$ cat config.mk
export PLATFORM = sky130hd
export DESIGN_NAME = sw_job_dispatcher
export DESIGN_NICKNAME = d
export VERILOG_FILES = /design/src/rtl/sw_job_dispatcher.sv
export SDC_FILE = /design/constraint.sdc
export NUM_CORES = 1
export LEC_CHECK = 0
export CAP_MARGIN = 20
export CORE_AREA = 2 2 481 483
export CTS_CLUSTER_DIAMETER = 80
export DETAILED_ROUTE_END_ITERATION = 16
export DIE_AREA = 0 0 483 485
export PLACE_DENSITY = 0.3
export SYNTH_ARGS = -nofsm -noshare
export SYNTH_HDL_FRONTEND = slang
export SYNTH_SLANG_ARGS = --single-unit
$ cat constraint.sdc
create_clock -name clk -period 2.39 [get_ports clk]
set_input_delay 0.717 -clock clk [delete_from_list [all_inputs] [get_ports clk]]
set_output_delay 0.717 -clock clk [all_outputs]
set_load 0.1 [all_outputs]
$ cat src/rtl/sw_job_dispatcher.sv
`default_nettype none
// ============================================================================
// Module : sw_job_dispatcher
// Round-robin job dispatcher and result collector for an array of SW cores.
// Build option: define SW_REORDER_EN for in-order (tag order) results via ROB.
// Rev    : 1.0
// ============================================================================
module sw_job_dispatcher #(
  parameter int NUM_CORES = 4,
  parameter int REF_MAX   = 128,
  parameter int READ_MAX  = 128,
  parameter int SCORE_W   = 16,
  parameter int TAG_W     = 4
) (
  input  logic                                                  clk,
  input  logic                                                  rst,
  input  logic                                                  s_valid,
  output logic                                                  s_ready,
  input  logic [2*REF_MAX-1:0]                                  s_ref,
  input  logic [2*READ_MAX-1:0]                                 s_read,
  input  logic [$clog2(REF_MAX):0]                              s_ref_len,
  input  logic [$clog2(READ_MAX):0]                             s_read_len,
  output logic [TAG_W-1:0]                                      s_tag,
  input  logic [NUM_CORES-1:0]                                  c_ready,
  output logic [NUM_CORES-1:0]                                  c_valid,
  output logic [2*REF_MAX-1:0]                                  c_ref,
  output logic [2*READ_MAX-1:0]                                 c_read,
  output logic [$clog2(REF_MAX):0]                              c_ref_len,
  output logic [$clog2(READ_MAX):0]                             c_read_len,
  input  logic [NUM_CORES-1:0]                                  c_res_valid,
  output logic [NUM_CORES-1:0]                                  c_res_ready,
  input  logic [NUM_CORES*SCORE_W-1:0]                          c_score,
  input  logic [NUM_CORES*$clog2(READ_MAX)-1:0]                 c_row,
  input  logic [NUM_CORES*$clog2(REF_MAX)-1:0]                  c_col,
  output logic                                                  m_valid,
  input  logic                                                  m_ready,
  output logic [SCORE_W-1:0]                                    m_score,
  output logic [$clog2(READ_MAX)-1:0]                           m_row,
  output logic [$clog2(REF_MAX)-1:0]                            m_col,
  output logic [TAG_W-1:0]                                      m_tag,
  output logic [((NUM_CORES > 1) ? $clog2(NUM_CORES) : 1)-1:0]  m_core,
  output logic [$clog2(NUM_CORES):0]                            busy_cnt
);

  localparam int CW   = (NUM_CORES > 1) ? $clog2(NUM_CORES) : 1;
  localparam int ROWW = $clog2(READ_MAX);
  localparam int COLW = $clog2(REF_MAX);
  localparam int BCW  = $clog2(NUM_CORES) + 1;

  function automatic logic [CW-1:0] f_wrap(input int v);
    return CW'(v % NUM_CORES);
  endfunction

  logic                      r_en;
  logic [NUM_CORES-1:0]      r_busy;
  logic [CW-1:0]             r_rr;
  logic [TAG_W-1:0]          r_next_tag;
  logic [TAG_W-1:0]          r_core_tag [NUM_CORES];
  logic [NUM_CORES-1:0]      r_c_valid;
  logic [2*REF_MAX-1:0]      r_c_ref;
  logic [2*READ_MAX-1:0]     r_c_read;
  logic [$clog2(REF_MAX):0]  r_c_ref_len;
  logic [$clog2(READ_MAX):0] r_c_read_len;
  logic                      r_m_valid;
  logic [SCORE_W-1:0]        r_m_score;
  logic [ROWW-1:0]           r_m_row;
  logic [COLW-1:0]           r_m_col;
  logic [TAG_W-1:0]          r_m_tag;
  logic [CW-1:0]             r_m_core;

  logic [NUM_CORES-1:0]      w_free;
  logic [NUM_CORES-1:0]      w_win_oh;
  logic [NUM_CORES-1:0]      w_res_ready;
  logic [NUM_CORES-1:0]      w_res_hs;
  logic [CW-1:0]             w_win;
  logic                      w_any_free;
  logic                      w_s_ready;
  logic                      w_accept;
  logic                      w_out_load;
  logic                      w_issue;
  logic [SCORE_W-1:0]        w_iss_score;
  logic [ROWW-1:0]           w_iss_row;
  logic [COLW-1:0]           w_iss_col;
  logic [TAG_W-1:0]          w_iss_tag;
  logic [CW-1:0]             w_iss_core;
  logic [BCW-1:0]            w_busy_cnt;

  assign w_free   = ~r_busy & c_ready;
  assign w_win_oh = NUM_CORES'(1) << w_win;
  assign w_accept = s_valid & w_s_ready;
  assign w_res_hs = c_res_valid & w_res_ready;

  // Descending scan so the lowest offset from r_rr is the last (winning) write.
  always_comb begin
    w_any_free = 1'b0;
    w_win      = '0;
    for (int k = NUM_CORES - 1; k >= 0; k--) begin
      if (w_free[f_wrap(int'(r_rr) + k)]) begin
        w_any_free = 1'b1;
        w_win      = f_wrap(int'(r_rr) + k);
      end
    end
  end

  always_comb begin
    w_busy_cnt = '0;
    for (int i = 0; i < NUM_CORES; i++) begin
      w_busy_cnt = w_busy_cnt + BCW'(r_busy[i]);
    end
  end

  always_ff @(posedge clk or negedge rst) begin
    if (!rst) begin
      r_en         <= 1'b0;
      r_busy       <= '0;
      r_rr         <= '0;
      r_next_tag   <= '0;
      r_c_valid    <= '0;
      r_c_ref      <= '0;
      r_c_read     <= '0;
      r_c_ref_len  <= '0;
      r_c_read_len <= '0;
      for (int i = 0; i < NUM_CORES; i++) begin
        r_core_tag[i] <= '0;
      end
    end else begin
      r_en      <= 1'b1;
      r_c_valid <= '0;
      if (w_accept) begin
        r_c_valid           <= w_win_oh;
        r_c_ref             <= s_ref;
        r_c_read            <= s_read;
        r_c_ref_len         <= s_ref_len;
        r_c_read_len        <= s_read_len;
        r_core_tag[w_win]   <= r_next_tag;
        r_next_tag          <= r_next_tag + TAG_W'(1);
        r_rr                <= f_wrap(int'(w_win) + 1);
      end
      r_busy <= (r_busy & ~w_res_hs) | (w_accept ? w_win_oh : '0);
    end
  end

  assign w_out_load = ~r_m_valid | m_ready;

`ifdef SW_REORDER_EN
  logic [NUM_CORES-1:0] r_rob_v;
  logic [SCORE_W-1:0]   r_rob_score [NUM_CORES];
  logic [ROWW-1:0]      r_rob_row   [NUM_CORES];
  logic [COLW-1:0]      r_rob_col   [NUM_CORES];
  logic [CW-1:0]        r_rob_core  [NUM_CORES];
  logic [TAG_W-1:0]     r_head_tag;
  logic [BCW-1:0]       r_outstanding;
  logic [CW-1:0]        w_head;
  logic                 w_byp_hit;
  logic [SCORE_W-1:0]   w_byp_score;
  logic [ROWW-1:0]      w_byp_row;
  logic [COLW-1:0]      w_byp_col;
  logic [CW-1:0]        w_byp_core;

  assign w_s_ready   = r_en & w_any_free & (r_outstanding < BCW'(NUM_CORES));
  assign w_res_ready = r_busy;
  assign w_head      = f_wrap(int'(r_head_tag));

  // A result arriving for the head slot goes straight to the output register.
  always_comb begin
    w_byp_hit   = 1'b0;
    w_byp_score = '0;
    w_byp_row   = '0;
    w_byp_col   = '0;
    w_byp_core  = '0;
    for (int i = 0; i < NUM_CORES; i++) begin
      if (w_res_hs[i] && (f_wrap(int'(r_core_tag[i])) == w_head)) begin
        w_byp_hit   = 1'b1;
        w_byp_score = c_score[i*SCORE_W +: SCORE_W];
        w_byp_row   = c_row[i*ROWW +: ROWW];
        w_byp_col   = c_col[i*COLW +: COLW];
        w_byp_core  = CW'(i);
      end
    end
  end

  assign w_issue     = w_out_load & (r_rob_v[w_head] | w_byp_hit);
  assign w_iss_score = r_rob_v[w_head] ? r_rob_score[w_head] : w_byp_score;
  assign w_iss_row   = r_rob_v[w_head] ? r_rob_row[w_head]   : w_byp_row;
  assign w_iss_col   = r_rob_v[w_head] ? r_rob_col[w_head]   : w_byp_col;
  assign w_iss_core  = r_rob_v[w_head] ? r_rob_core[w_head]  : w_byp_core;
  assign w_iss_tag   = r_head_tag;

  always_ff @(posedge clk or negedge rst) begin
    if (!rst) begin
      r_rob_v       <= '0;
      r_head_tag    <= '0;
      r_outstanding <= '0;
      for (int i = 0; i < NUM_CORES; i++) begin
        r_rob_score[i] <= '0;
        r_rob_row[i]   <= '0;
        r_rob_col[i]   <= '0;
        r_rob_core[i]  <= '0;
      end
    end else begin
      for (int i = 0; i < NUM_CORES; i++) begin
        if (w_res_hs[i]) begin
          r_rob_v[f_wrap(int'(r_core_tag[i]))]     <= 1'b1;
          r_rob_score[f_wrap(int'(r_core_tag[i]))] <= c_score[i*SCORE_W +: SCORE_W];
          r_rob_row[f_wrap(int'(r_core_tag[i]))]   <= c_row[i*ROWW +: ROWW];
          r_rob_col[f_wrap(int'(r_core_tag[i]))]   <= c_col[i*COLW +: COLW];
          r_rob_core[f_wrap(int'(r_core_tag[i]))]  <= CW'(i);
        end
      end
      // Placed after the writes so a bypassed head result never lingers.
      if (w_issue) begin
        r_rob_v[w_head] <= 1'b0;
        r_head_tag      <= r_head_tag + TAG_W'(1);
      end
      r_outstanding <= r_outstanding + BCW'(w_accept) - BCW'(w_issue);
    end
  end
`else
  logic [NUM_CORES-1:0] w_req;
  logic [CW-1:0]        r_res_rr;
  logic [CW-1:0]        w_cwin;
  logic                 w_any_req;

  assign w_s_ready = r_en & w_any_free;
  assign w_req     = c_res_valid & r_busy;

  always_comb begin
    w_any_req = 1'b0;
    w_cwin    = '0;
    for (int k = NUM_CORES - 1; k >= 0; k--) begin
      if (w_req[f_wrap(int'(r_res_rr) + k)]) begin
        w_any_req = 1'b1;
        w_cwin    = f_wrap(int'(r_res_rr) + k);
      end
    end
  end

  assign w_issue     = w_out_load & w_any_req;
  assign w_res_ready = w_issue ? (NUM_CORES'(1) << w_cwin) : '0;
  assign w_iss_score = c_score[int'(w_cwin)*SCORE_W +: SCORE_W];
  assign w_iss_row   = c_row[int'(w_cwin)*ROWW +: ROWW];
  assign w_iss_col   = c_col[int'(w_cwin)*COLW +: COLW];
  assign w_iss_tag   = r_core_tag[w_cwin];
  assign w_iss_core  = w_cwin;

  always_ff @(posedge clk or negedge rst) begin
    if (!rst) begin
      r_res_rr <= '0;
    end else if (w_issue) begin
      r_res_rr <= f_wrap(int'(w_cwin) + 1);
    end
  end
`endif

  always_ff @(posedge clk or negedge rst) begin
    if (!rst) begin
      r_m_valid <= 1'b0;
      r_m_score <= '0;
      r_m_row   <= '0;
      r_m_col   <= '0;
      r_m_tag   <= '0;
      r_m_core  <= '0;
    end else if (w_issue) begin
      r_m_valid <= 1'b1;
      r_m_score <= w_iss_score;
      r_m_row   <= w_iss_row;
      r_m_col   <= w_iss_col;
      r_m_tag   <= w_iss_tag;
      r_m_core  <= w_iss_core;
    end else if (m_ready) begin
      r_m_valid <= 1'b0;
    end
  end

  assign s_ready     = w_s_ready;
  assign s_tag       = r_next_tag;
  assign c_valid     = r_c_valid;
  assign c_ref       = r_c_ref;
  assign c_read      = r_c_read;
  assign c_ref_len   = r_c_ref_len;
  assign c_read_len  = r_c_read_len;
  assign c_res_ready = w_res_ready;
  assign m_valid     = r_m_valid;
  assign m_score     = r_m_score;
  assign m_row       = r_m_row;
  assign m_col       = r_m_col;
  assign m_tag       = r_m_tag;
  assign m_core      = r_m_core;
  assign busy_cnt    = w_busy_cnt;

endmodule
`default_nettype wire

==> impl_metrics.toml, run 1 <==
[synthesis]
yosys.area.top_type = "sky130_fd_sc_hd__dfrtp_1"
synth_ff_type = "sky130_fd_sc_hd__dfrtp_1"
syn-num-nets = 2123
synth_common_cells = "sky130_fd_sc_hd__dfrtp_1, sky130_fd_sc_hd__mux2_4, sky130_fd_sc_hd__mux2i_1, sky130_fd_sc_hd__buf_12, sky130_fd_sc_hd__nand2_1"
netlist_area_um2 = 25900
syn_avg_cell_area_um2 = 17.8
synthTopCellsByArea = "sky130_fd_sc_hd__dfrtp_1, sky130_fd_sc_hd__mux2_4, sky130_fd_sc_hd__buf_12"
synth_cell_type_count = 41
count_leader_synth = "sky130_fd_sc_hd__dfrtp_1"
synth_warnings = 0
synth_enable_flop_cells = 0
postSynth.asyncResetShare = 1.00
ys_ff_latch = 598
post_synth_inst_count = 1455
post-synth-top-area-fraction = 0.577
synth.yosys.seq_area_share = 0.577

[drt]
detailroute.wirelength.met2_mm = 77.5
topRoutingLayerUsed = "met5"
routedWlPerCell_um = 25.5
antenna_left = 0
drc_errors = 0
dr_total_vias = 18500
route.final.wire_length_mm = 153
route.layer.met1.wl_mm = 56.9
drt_iter0_drc = 602
met3_routed_length_mm = 14.8
viasPerCell = 3.09
drt_pass1_iterations = 4

[global_routing]
globalRoute.totalOverflow = 0
via_count_of_the_first_global_routing_pass = 19600
grt_pass1_wl_mm = 196
gr-usage-all-layers = 0.123
grt_max_degree = 57
antenna_found_initial = 116

[timing]
rsz0062_at_grt = "yes"
fin_crit_sh = 1.28
crit_path_setup_slack_layout_ns = -0.669
fin_worst_skew_ns = 0.0229
finalWorstPathRequiredPeriod_ns = 3.06
fmax_ghz = 0.327
timing_max_transition_violations_final = 0
setup-violations-final = 514
timing.final.hold_violations = 0
tightestPinTransition_ns = 0.565
maxSlewHeadroom = 0.624
fin_hold_ws_ns = 0.487

[clocking]
htreeDepth = 3
clock_tree_from_tritoncts = "yes"
number_of_buffers_on_the_longest_clock_path = 3
worstSkewPairLatency_ns = 0.71
cts.sinks = 598
clkSlewWorstSetupHoldPaths_ns = 0.05
clock_tree.root_cell = "sky130_fd_sc_hd__clkbuf_16"
cts_buffers = 92

[hold_path]
hp-class = "reg2reg"

[pwr]
leakage_nw = 20.6
ir_drop_uv = 1660
power.density_cell_area_nw_per_um2 = 1690
overall_power_w = 0.0793

[cells_and_area]
area.growth.synth_to_final_pct = 80.7
final_core_utilization = 0.205
post_route_cells_drive_above_1_share = 0.498
num-nets-final = 3548

[floorplanning]
initial_cell_density_of_the_core = 0.113
die_y_um = 485
die_w_um = 483
core_um2 = 229000
core.rowCount = 176
die_area_um2 = 234000
io_pins = 1241

[placed_design]
gp_routability_congestion = 0.769
dp_hpwl_mm = 122
place.port_buffers = 1240

[run_status]
violations = "negative setup slack"
result_of_the_run = "finished with violations"

[critical_path]
cp_max_fo = 3
endpoint_kind = "primary output"
path_class = "reg2out"
worst_ep_arrival_time_ns = 2.34
crit_path_start_kind = "flop"
cp.required_ns = 1.67

[job]
maxCapViolCount = 0
## where the power goes
part / total (W) / internal (W) / switching [W]
Combinational: 0.0484 / 0.0141 / 0.0344
Sequential: 0.0170 / 0.0139 / 0.00317
Clock: 0.0138 / 0.00814 / 0.00566
## path summary, 6_finish.rpt
path,from,to,slack [ns],cells past startpoint
max,r_busy[0]$_DFF_PN0_,busy_cnt[1],-0.67,6
min,m_core[0]$_DFFE_PN0P_,m_core[0]$_DFFE_PN0P_,0.49,2
max reg2reg,r_busy[0]$_DFF_PN0_,c_read[146]$_DFFE_PN0P_,-0.20,10
min reg2reg,m_core[0]$_DFFE_PN0P_,m_core[0]$_DFFE_PN0P_,0.49,2
max in group asynchronous,rst,c_ref[96]$_DFFE_PN0P_,0.99,4
min in group asynchronous,rst,c_ref[215]$_DFFE_PN0P_,0.58,2
## critical path, stage by stage, from the launching register on
cell                      delay [ns]
sky130_fd_sc_hd__dfrtp_1        0.38
sky130_fd_sc_hd__inv_2          0.06
sky130_fd_sc_hd__fa_1           0.55
sky130_fd_sc_hd__inv_2          0.05
sky130_fd_sc_hd__ha_4           0.15
sky130_fd_sc_hd__ha_4           0.27
sky130_fd_sc_hd__buf_12         0.16
## cell usage in the layout, fill, tap and decap left out, types with 21 or more instances in the layout
cell type,count
sky130_fd_sc_hd__diode_2,26
sky130_fd_sc_hd__buf_4,541
sky130_fd_sc_hd__buf_12,160
sky130_fd_sc_hd__mux2_2,21
sky130_fd_sc_hd__dfrtp_1,592
sky130_fd_sc_hd__nand2_1,43
sky130_fd_sc_hd__clkbuf_16,118
sky130_fd_sc_hd__clkdlybuf4s50_1,655
sky130_fd_sc_hd__o221ai_1,33
sky130_fd_sc_hd__mux2i_1,67
sky130_fd_sc_hd__mux2_4,514
## state kept, by name, indices dropped and copies added, names as in the netlist, 4 cells and up
| name | cells |
|---|---|
| c_valid | 4 |
| c_ref | 256 |
| m_row | 7 |
| c_read | 256 |
| c_read_len | 8 |
| m_tag | 4 |
| m_col | 7 |
| c_ref_len | 8 |
| r_core_tag | 16 |
| m_score | 16 |
| s_tag | 4 |
| r_busy | 4 |
## routing by layer
metal,vias to the layer above,GRT usage
met1,9116,0.132
li1,8149,-
met2,913,0.218
met3,287,0.0577
met4,66,0.0293
met5,-,0
## through the flow
step / instances / setup TNS, ns / setup slack [ns] / area [um^2]
after floorplan: 1455 / -6.51 / -0.345 / 26000
after global placement: 5751 / -419.39 / -0.832 / 42300
after detailed placement: 5751 / -394.16 / -0.801 / 42300
after CTS: 5931 / -11.80 / -0.791 / 45500
after global routing: 5983 / -94.59 / -0.780 / 46800
final: 6003 / -52.79 / -0.669 / 46800
## cells by family after synthesis
kind of cell,after synthesis,synth area share
other,1,0.000145
AOI/OAI and AO/OA,51,0.0155
DFF,598,0.577
buffers and inverters,92,0.0492
and+or+nand+nor,87,0.0155
muxes,614,0.337
adders and majority gates,8,0.00415
xor gates and xnor gates,4,0.00135
## area by class of cell
type,instances,area (um^2)
well taps,3026,3790
clock inverters,36,402
inverters,12,45.0
flip-flops and latches,598,15000
fillers,24700,182000
diodes,26,65.1
clock buffers,129,2630
repair buffers,1411,15000
multi-input cells,765,9920
## timing repair
action | in CTS | in global routing
pin swaps | 9 | 8
setup endpoints to repair | 18 | 408
buffers inserted | 13 | 15
resized for setup | 23 | 73
hold buffers | 1 | 0
endpoints found under the hold margin | 16 | 0
cloned | 1 | 31
No activity file was read; power rests on OpenSTA's default activity.
==> run 2: changes to the inputs <==
Settings changed: TNS_END_PERCENT set to 100.
==> results of run 2 <==
The final DEF is identical to that of run 1; final timing and power are the same.
